`src/rtl/hazard_unit.sv`:
```
// hazard_unit: pipeline hazard controller for the 5-stage F/D/E/M/W core.
// Produces operand-forwarding selects, per-stage stall/flush controls for
// load-use, PC-write and taken-branch hazards, and freezes the pipeline while
// data memory is not ready (with a sticky timeout error).
//
// Ports:
//   clk, reset            clock; synchronous active-low reset
//   RA1D/RA2D, RA1E/RA2E  source registers in Decode / Execute
//   WA3E/WA3M/WA3W        destination registers in E/M/W
//   RegWriteE/M/W         destination write enables
//   MemtoRegE             load in Execute
//   PCSrcD/E/M/W          PC-writing instruction in each stage
//   BranchTakenE          branch resolved taken in Execute
//   MemReqM, MemReadyM    data memory request / completion in Memory
//   ForwardAE/BE          00 regfile, 01 ResultW, 10 ALUResultM
//   StallF/D/E/M          hold the pipeline register feeding that stage
//   FlushD/E/W            clear that pipeline register to a bubble
//   MemErr                sticky memory-timeout error (registered)
//   StallCount            saturating count of stalled cycles (registered)
module hazard_unit #(
  parameter int unsigned TIMEOUT = 16,
  parameter int unsigned CNT_W   = 16
) (
  input  logic             clk,
  input  logic             reset,
  input  logic [3:0]       RA1D,
  input  logic [3:0]       RA2D,
  input  logic [3:0]       RA1E,
  input  logic [3:0]       RA2E,
  input  logic [3:0]       WA3E,
  input  logic [3:0]       WA3M,
  input  logic [3:0]       WA3W,
  input  logic             RegWriteE,
  input  logic             RegWriteM,
  input  logic             RegWriteW,
  input  logic             MemtoRegE,
  input  logic             PCSrcD,
  input  logic             PCSrcE,
  input  logic             PCSrcM,
  input  logic             PCSrcW,
  input  logic             BranchTakenE,
  input  logic             MemReqM,
  input  logic             MemReadyM,
  output logic [1:0]       ForwardAE,
  output logic [1:0]       ForwardBE,
  output logic             StallF,
  output logic             StallD,
  output logic             StallE,
  output logic             StallM,
  output logic             FlushD,
  output logic             FlushE,
  output logic             FlushW,
  output logic             MemErr,
  output logic [CNT_W-1:0] StallCount
);

  localparam int unsigned WCNT_W = $clog2(TIMEOUT + 1);

  typedef enum logic [1:0] {
    IDLE = 2'd0,
    WAIT = 2'd1,
    ERR  = 2'd2
  } memState_t;

  memState_t         state;
  memState_t         nextState;
  logic [WCNT_W-1:0] waitCnt;
  logic [WCNT_W-1:0] nextWaitCnt;

  logic ldrStall;
  logic pcWrPending;
  logic memStall;
  logic anyStall;

  // Forwarding select for one Execute source operand; M beats W.
  function automatic logic [1:0] fwdSel(input logic [3:0] ra);
    if (RegWriteM && (ra == WA3M))      fwdSel = 2'b10;
    else if (RegWriteW && (ra == WA3W)) fwdSel = 2'b01;
    else                                fwdSel = 2'b00;
  endfunction

  assign ldrStall    = MemtoRegE & RegWriteE & ((RA1D == WA3E) | (RA2D == WA3E));
  assign pcWrPending = PCSrcD | PCSrcE | PCSrcM;
  // Once in error the memory stall is released so the pipeline can drain.
  assign memStall    = MemReqM & ~MemReadyM & ~MemErr;
  assign anyStall    = StallF | StallD | StallE | StallM;

  // State, wait counter, sticky error and performance counter.
  always_ff @(posedge clk) begin
    if (!reset) begin
      state      <= IDLE;
      waitCnt    <= '0;
      MemErr     <= 1'b0;
      StallCount <= '0;
    end else begin
      state   <= nextState;
      waitCnt <= nextWaitCnt;
      MemErr  <= (nextState == ERR);
      if (anyStall && (StallCount != {CNT_W{1'b1}})) begin
        StallCount <= CNT_W'(StallCount + 1'b1);
      end
    end
  end

  // Memory FSM next state plus all stall/flush/forward controls.
  always_comb begin
    nextState   = state;
    nextWaitCnt = waitCnt;
    ForwardAE   = 2'b00;
    ForwardBE   = 2'b00;
    StallF      = 1'b0;
    StallD      = 1'b0;
    StallE      = 1'b0;
    StallM      = 1'b0;
    FlushD      = 1'b0;
    FlushE      = 1'b0;
    FlushW      = 1'b0;

    case (state)
      IDLE: begin
        if (memStall) begin
          nextState   = WAIT;
          nextWaitCnt = WCNT_W'(1);
        end
      end
      WAIT: begin
        if (memStall) begin
          // Counter holds the number of stalled cycles so far, this one included next.
          nextWaitCnt = WCNT_W'(waitCnt + 1'b1);
          if (waitCnt >= WCNT_W'(TIMEOUT - 1)) begin
            nextState = ERR;
          end
        end else begin
          nextState   = IDLE;
          nextWaitCnt = '0;
        end
      end
      ERR: begin
        nextState = ERR;
      end
      default: begin
        nextState   = IDLE;
        nextWaitCnt = '0;
      end
    endcase

    if (!reset) begin
      FlushD = 1'b1;
      FlushE = 1'b1;
      FlushW = 1'b1;
    end else begin
      ForwardAE = fwdSel(RA1E);
      ForwardBE = fwdSel(RA2E);
      if (memStall) begin
        // Freeze everything; bubble into W so the W instruction retires once.
        StallF = 1'b1;
        StallD = 1'b1;
        StallE = 1'b1;
        StallM = 1'b1;
        FlushW = 1'b1;
      end else begin
        StallF = ldrStall | pcWrPending;
        StallD = ldrStall;
        FlushD = pcWrPending | PCSrcW | BranchTakenE;
        FlushE = ldrStall | BranchTakenE;
      end
    end
  end

endmodule

```
`config.mk`:
```
export PLATFORM = sky130hd
export DESIGN_NAME = hazard_unit
export DESIGN_NICKNAME = d
export VERILOG_FILES = /design/src/rtl/hazard_unit.sv
export SDC_FILE = /design/constraint.sdc
export NUM_CORES = 1
export LEC_CHECK = 0
export ABC_AREA = 1
export BUFFER_PORTS_ARGS = -buffer_cell sky130_fd_sc_hd__buf_2
export CAP_MARGIN = 20
export CORE_MARGIN = 2
export CORE_UTILIZATION = 35
export CTS_BUF_LIST = sky130_fd_sc_hd__clkbuf_8
export DETAILED_ROUTE_END_ITERATION = 10
export PLACE_DENSITY = 0.56
export SLEW_MARGIN = 5
export SYNTH_ARGS = -nofsm -noshare
export SYNTH_HDL_FRONTEND = slang
export SYNTH_SLANG_ARGS = --single-unit
```
`constraint.sdc`:
```
create_clock -name clk -period 5.6 [get_ports clk]
set_clock_uncertainty 0.15 [all_clocks]
set_input_delay 0.28 -clock clk [delete_from_list [all_inputs] [get_ports clk]]
set_output_delay 0.28 -clock clk [all_outputs]
set_load 0.005 [all_outputs]
```
### After elaboration in Yosys (flattened, before gate mapping)

Index checks and enable logic that the tools add are counted.

| word-level totals | value |
|---|---|
| register bits after elaboration | 24 |
| latch bits | 0 |
| bits in writable memories | 0 |
| ROM bits | 0 |
| output and inout bits | 28 |
| memories kept | 0 |

| cells by class | value |
|---|---|
| add/subtract/negate cells | 2 |
| $mul | 0 |
| div/mod/pow operators | 0 |
| $lt $le $gt $ge | 1 |
| eq/ne operators | 11 |
| shift-type cells | 0 |
| mux-type cells | 24 |
| bitwise logic cells | 17 |
| reduce and logical (&&, ||, !) cells | 7 |

Operator list:

| kind | number |
|---|---|
| 4-bit equality test | 6 |
| 16-bit by 1-bit adder with 16-bit output, second input constant | 1 |
| 16-bit != test, second input constant | 1 |
| 5-bit case mux with 3 select lines | 1 |
| 2-bit two-way mux | 7 |
| 1-bit two-way mux | 13 |
| 5-bit two-way mux | 2 |
| 1-bit OR | 10 |
| 2-bit case mux with 3 select lines | 1 |
| 5-bit by 1-bit adder with 5-bit output, second input constant | 1 |
| 5-bit by 4-bit >= comparator with 1-bit output, second input constant | 1 |
| 1-bit logical AND | 5 |
| 1-bit AND | 4 |
| 2-bit equality test, second input constant | 2 |
| 1-bit NOT | 3 |
| 2-bit by 1-bit equality test with 1-bit output, second input constant | 1 |
| 2-bit logical NOT | 1 |
| 2-bit != test, second input constant | 1 |
| 2-bit AND reduction | 1 |

### Depth between registers and ports, before layout

| logic depth | value |
|---|---|
| word-level depth | 10 |
| gate-level depth with buffers | 12 |

### Worst setup path before layout

No wires, ideal clock.

| timing path | value |
|---|---|
| kind | reg2reg |
| start point | register StallCount[0] |
| end point | register StallCount[0] |
| arrival | 1,623 ps |
| data required time | 5,335 ps |
| setup slack | 3,712 ps |
| cell stages (with the launch flop) | 10 |
| buffers on the path | 1 |
| clock period less this slack | 1,888 ps |
| cell sequence | dfxtp_1 ha_1 nand2_2 nor3_4 nand2_2 nor2_4 nand4_4 buf_2 a21oi_1 nor2_1 |

| between the ends | value |
|---|---|
| cells in the longest elaborated chain, start to end | 2 |
| elaborated cells between the ends (all ways) | 3 |

Ends and longest elaborated chain:

| item | RTL line | source |
|---|---|---|
| start: declaration | 54 | `output logic [CNT_W-1:0] StallCount` |
| start signal: assignment | 100 | `StallCount <= CNT_W'(StallCount + 1'b1);` |
| parallel branches: the longest is 2 deep, another holds 16-bit by 1-bit adder with 16-bit output | n/a |  |

Several ways; the timed one is not identified.
A chain may end at the register's enable or synchronous reset.

### Worst setup path after layout

| timing path | value |
|---|---|
| start point | register StallCount[0] |
| end point | register StallCount[8] |

Same word-level chain as after synthesis.

==> flow_summary.ini <==
[status]
status = finished clean

[drt]
routedWlPerCell_um = 10.1
dr_wl_met3_um = 229
first_iter_violations = 58
drtAntennaViolNets = 0
drt-vias-per-instance = 4.56
dr.pass1.iters = 4
drc_errors = 0
wl_met1_um = 2060
highest_layer = met4
num_vias = 1859
wl_met2_um = 1800
wl_um = 4120

[final_layout]
area_growth_pct = 24.6
drive_gt1_frac = 0.275
nFillCells = 537
antenna_cells = 0
fin_nets = 383

[die]
start_util = 0.357
ios = 69
core_area_sq_mm = 0.00504
row_count = 26
die_y_um = 75.7
die_width_um = 75.7
dieArea_sq_mm = 0.00573

[placed_design]
dp_hpwl_um = 3240
place_congestion = 0.783
portBuffers = 68

[timing]
fmax_mhz = 458
drv_slew = 0
setup_viol = 0
relSlewSlack = 0.653
fin_crit_sh = 0.390
tns_ps = 0
hold_violations = 0
rsz0062_at_grt = no
fin_crit_ps = 2190
tightest_slew_ps = 520

[clocking]
clk_path_buf_depth = 2
numCtsBuffers = 3
cts_root_buffer = clkbuf_8
post-cts-setup-buffers = 0
cts.clk_slew.worst_paths_ps = 80
clk-insertion-delay-late_ps = 260
htree_levels = 1
cts_resized = 0
hold_buffers = 0
cts_tree = done
clock_sinks = 24

[global_route]
antenna_found_initial = 0
grt_max_degree = 25
overflow = 0
first_global_vias = 1567
grt_pass1_wl_um = 6520
grt_util_all_layers = 0.143

[power_and_ir_drop]
p_switching_uw = 102
sw_frac_of_total = 0.252
p_int_uw = 302
power_frac_seq = 0.448
clkPwrFrac = 0.372
leakagePower_nw = 1.11
power_uw = 404
combPwrFrac = 0.180
ir_drop_mv = 0.144
p_per_area_mw_per_mm2 = 180

[logic_synthesis]
yosys.area.top_type_share = 0.267
yosysTopAreaCell = dfxtp_1
netlist_instances = 275
ys.warnings.count = 0
synthTopCellsByCount = 72 x nand2_1, 32 x inv_1, 26 x nor2_1
mappedNetlistArea_sq_mm = 0.00180
synth_edf_count = 0
post_synth_num_cell_types = 31
synth-seq-cells = 24
synth_most_common_cell = nand2_1
yosys-top-cells-area = dfxtp_1 27%, nand2_1 15%, nand3_1 6.9%, xor2_1 6.8%, inv_1 6.7%
syn_nets = 319
synth_area_per_cell_sq_um = 6.55
ys_async_sr_fraction = 0
ys_seq_area_frac = 0.267
synth-main-ff-cell = dfxtp_1

[job]
max-cap-violations = 0

[setup_path]
criticalPathCategory = reg2reg
cp.arrival_ps = 2230
crit_path_end_kind = register
worst_setup_path_start_kind = register
required_ps = 5650
path_max_fanout = 18

[worst_hold_path]
hold_path.class = in2reg
[logic make-up (layout without fill, tap and decap cells)]
logic type	after synthesis	count (layout)	synth area share
AND/OR/NAND/NOR	144	144	0.367
adder cells (fa/ha/maj)	3	3	0.0209
XOR/XNOR	23	23	0.112
flip-flops	24	24	0.267
buffers and inverters	45	108	0.106
AO/OA/AOI/OAI	36	36	0.127
[cells in the final DEF, fill, tap and decap left out]
cell,netlist,layout
or2_1,1,1
o21ai_0,3,3
buf_2,3,68
nor2_1,26,26
nand3b_1,2,2
a21oi_1,17,17
nand2_1,72,72
nand4_1,4,4
a211oi_1,3,3
nand4_4,1,1
nand3_2,1,1
xor2_1,14,14
nor2_2,1,1
nor3b_1,1,1
bufinv_16,0,1
dfxtp_1,24,24
o22ai_1,3,3
inv_2,4,4
a21oi_2,9,9
nor3_4,1,1
nand2_2,2,2
nor3_1,5,5
xnor2_1,9,9
nand3_1,25,25
nand2_4,1,1
ha_1,3,3
clkbuf_8,0,3
inv_1,32,32
o2111ai_1,1,1
nor2_4,1,1
[routing by layer]
metal | up-vias | track usage
met5 | - | 0
met4 | 0 | 0.0292
met3 | 2 | 0.0198
met2 | 59 | 0.242
met1 | 791 | 0.194
li1 | 1007 | -
[cell type report]
class | count | area, sq um | share of cell area
Clock buffer | 3 | 41.3 | 0.0184
Inverter | 36 | 135 | 0.0602
Sequential cell | 24 | 480 | 0.214
Timing Repair Buffer | 68 | 340 | 0.152
Clock inverter | 1 | 30.0 | 0.0134
Tap cell | 70 | 87.6 | 0.0390
Multi-Input combinational cell | 206 | 1130 | 0.503
[state kept, by name (all words and copies together), names as in the netlist]
signal / cells
StallCount: 16
state: 2
MemErr: 1
waitCnt: 5
[power groups by stage]
stage | Clock, mW | Sequential, mW | Combinational [mW]
after floorplan | 0 | 0.184 | 0.0442
after global placement | 0 | 0.185 | 0.0738
after detailed placement | 0 | 0.185 | 0.0736
after CTS | 0.157 | 0.181 | 0.0741
after global routing | 0.163 | 0.181 | 0.0836
final | 0.150 | 0.181 | 0.0727
[final timing paths]
kind / slack (ps) / cells past startpoint / to / from
min reg2reg: 330 / 2 / waitCnt[3]$_SDFFE_PN0P_ / waitCnt[3]$_SDFFE_PN0P_
max reg2reg: 3410 / 9 / StallCount[8]$_SDFFE_PN0P_ / StallCount[0]$_SDFFE_PN0P_
max: 3410 / 9 / StallCount[8]$_SDFFE_PN0P_ / StallCount[0]$_SDFFE_PN0P_
min: 200 / 3 / StallCount[10]$_SDFFE_PN0P_ / reset
[critical path, stage by stage, from the launching register on]
cell     delay, ps
dfxtp_1        430
ha_1           230
nand2_2         90
nor3_4         230
nand2_2        100
nor2_4         110
nand4_4        250
nand2_4        280
nand2_1         90
a21oi_2        130
[stage by stage]
| step | area, sq um | hold WS [ps] | cells | setup slack [ps] | utilization |
|---|---|---|---|---|---|
| after global placement | 2170 | 314 | 404 | 3390 | 0.431 |
| after floorplan | 1800 | 294 | 275 | 3710 | - |
| after CTS | 2240 | 196 | 408 | 3390 | 0.445 |
| final | 2240 | 195 | 408 | 3410 | 0.445 |
| after global routing | 2240 | 221 | 408 | 3190 | 0.445 |
| after detailed placement | 2170 | 315 | 404 | 3370 | 0.431 |
Note: power is estimated with default switching activity, not from simulation.
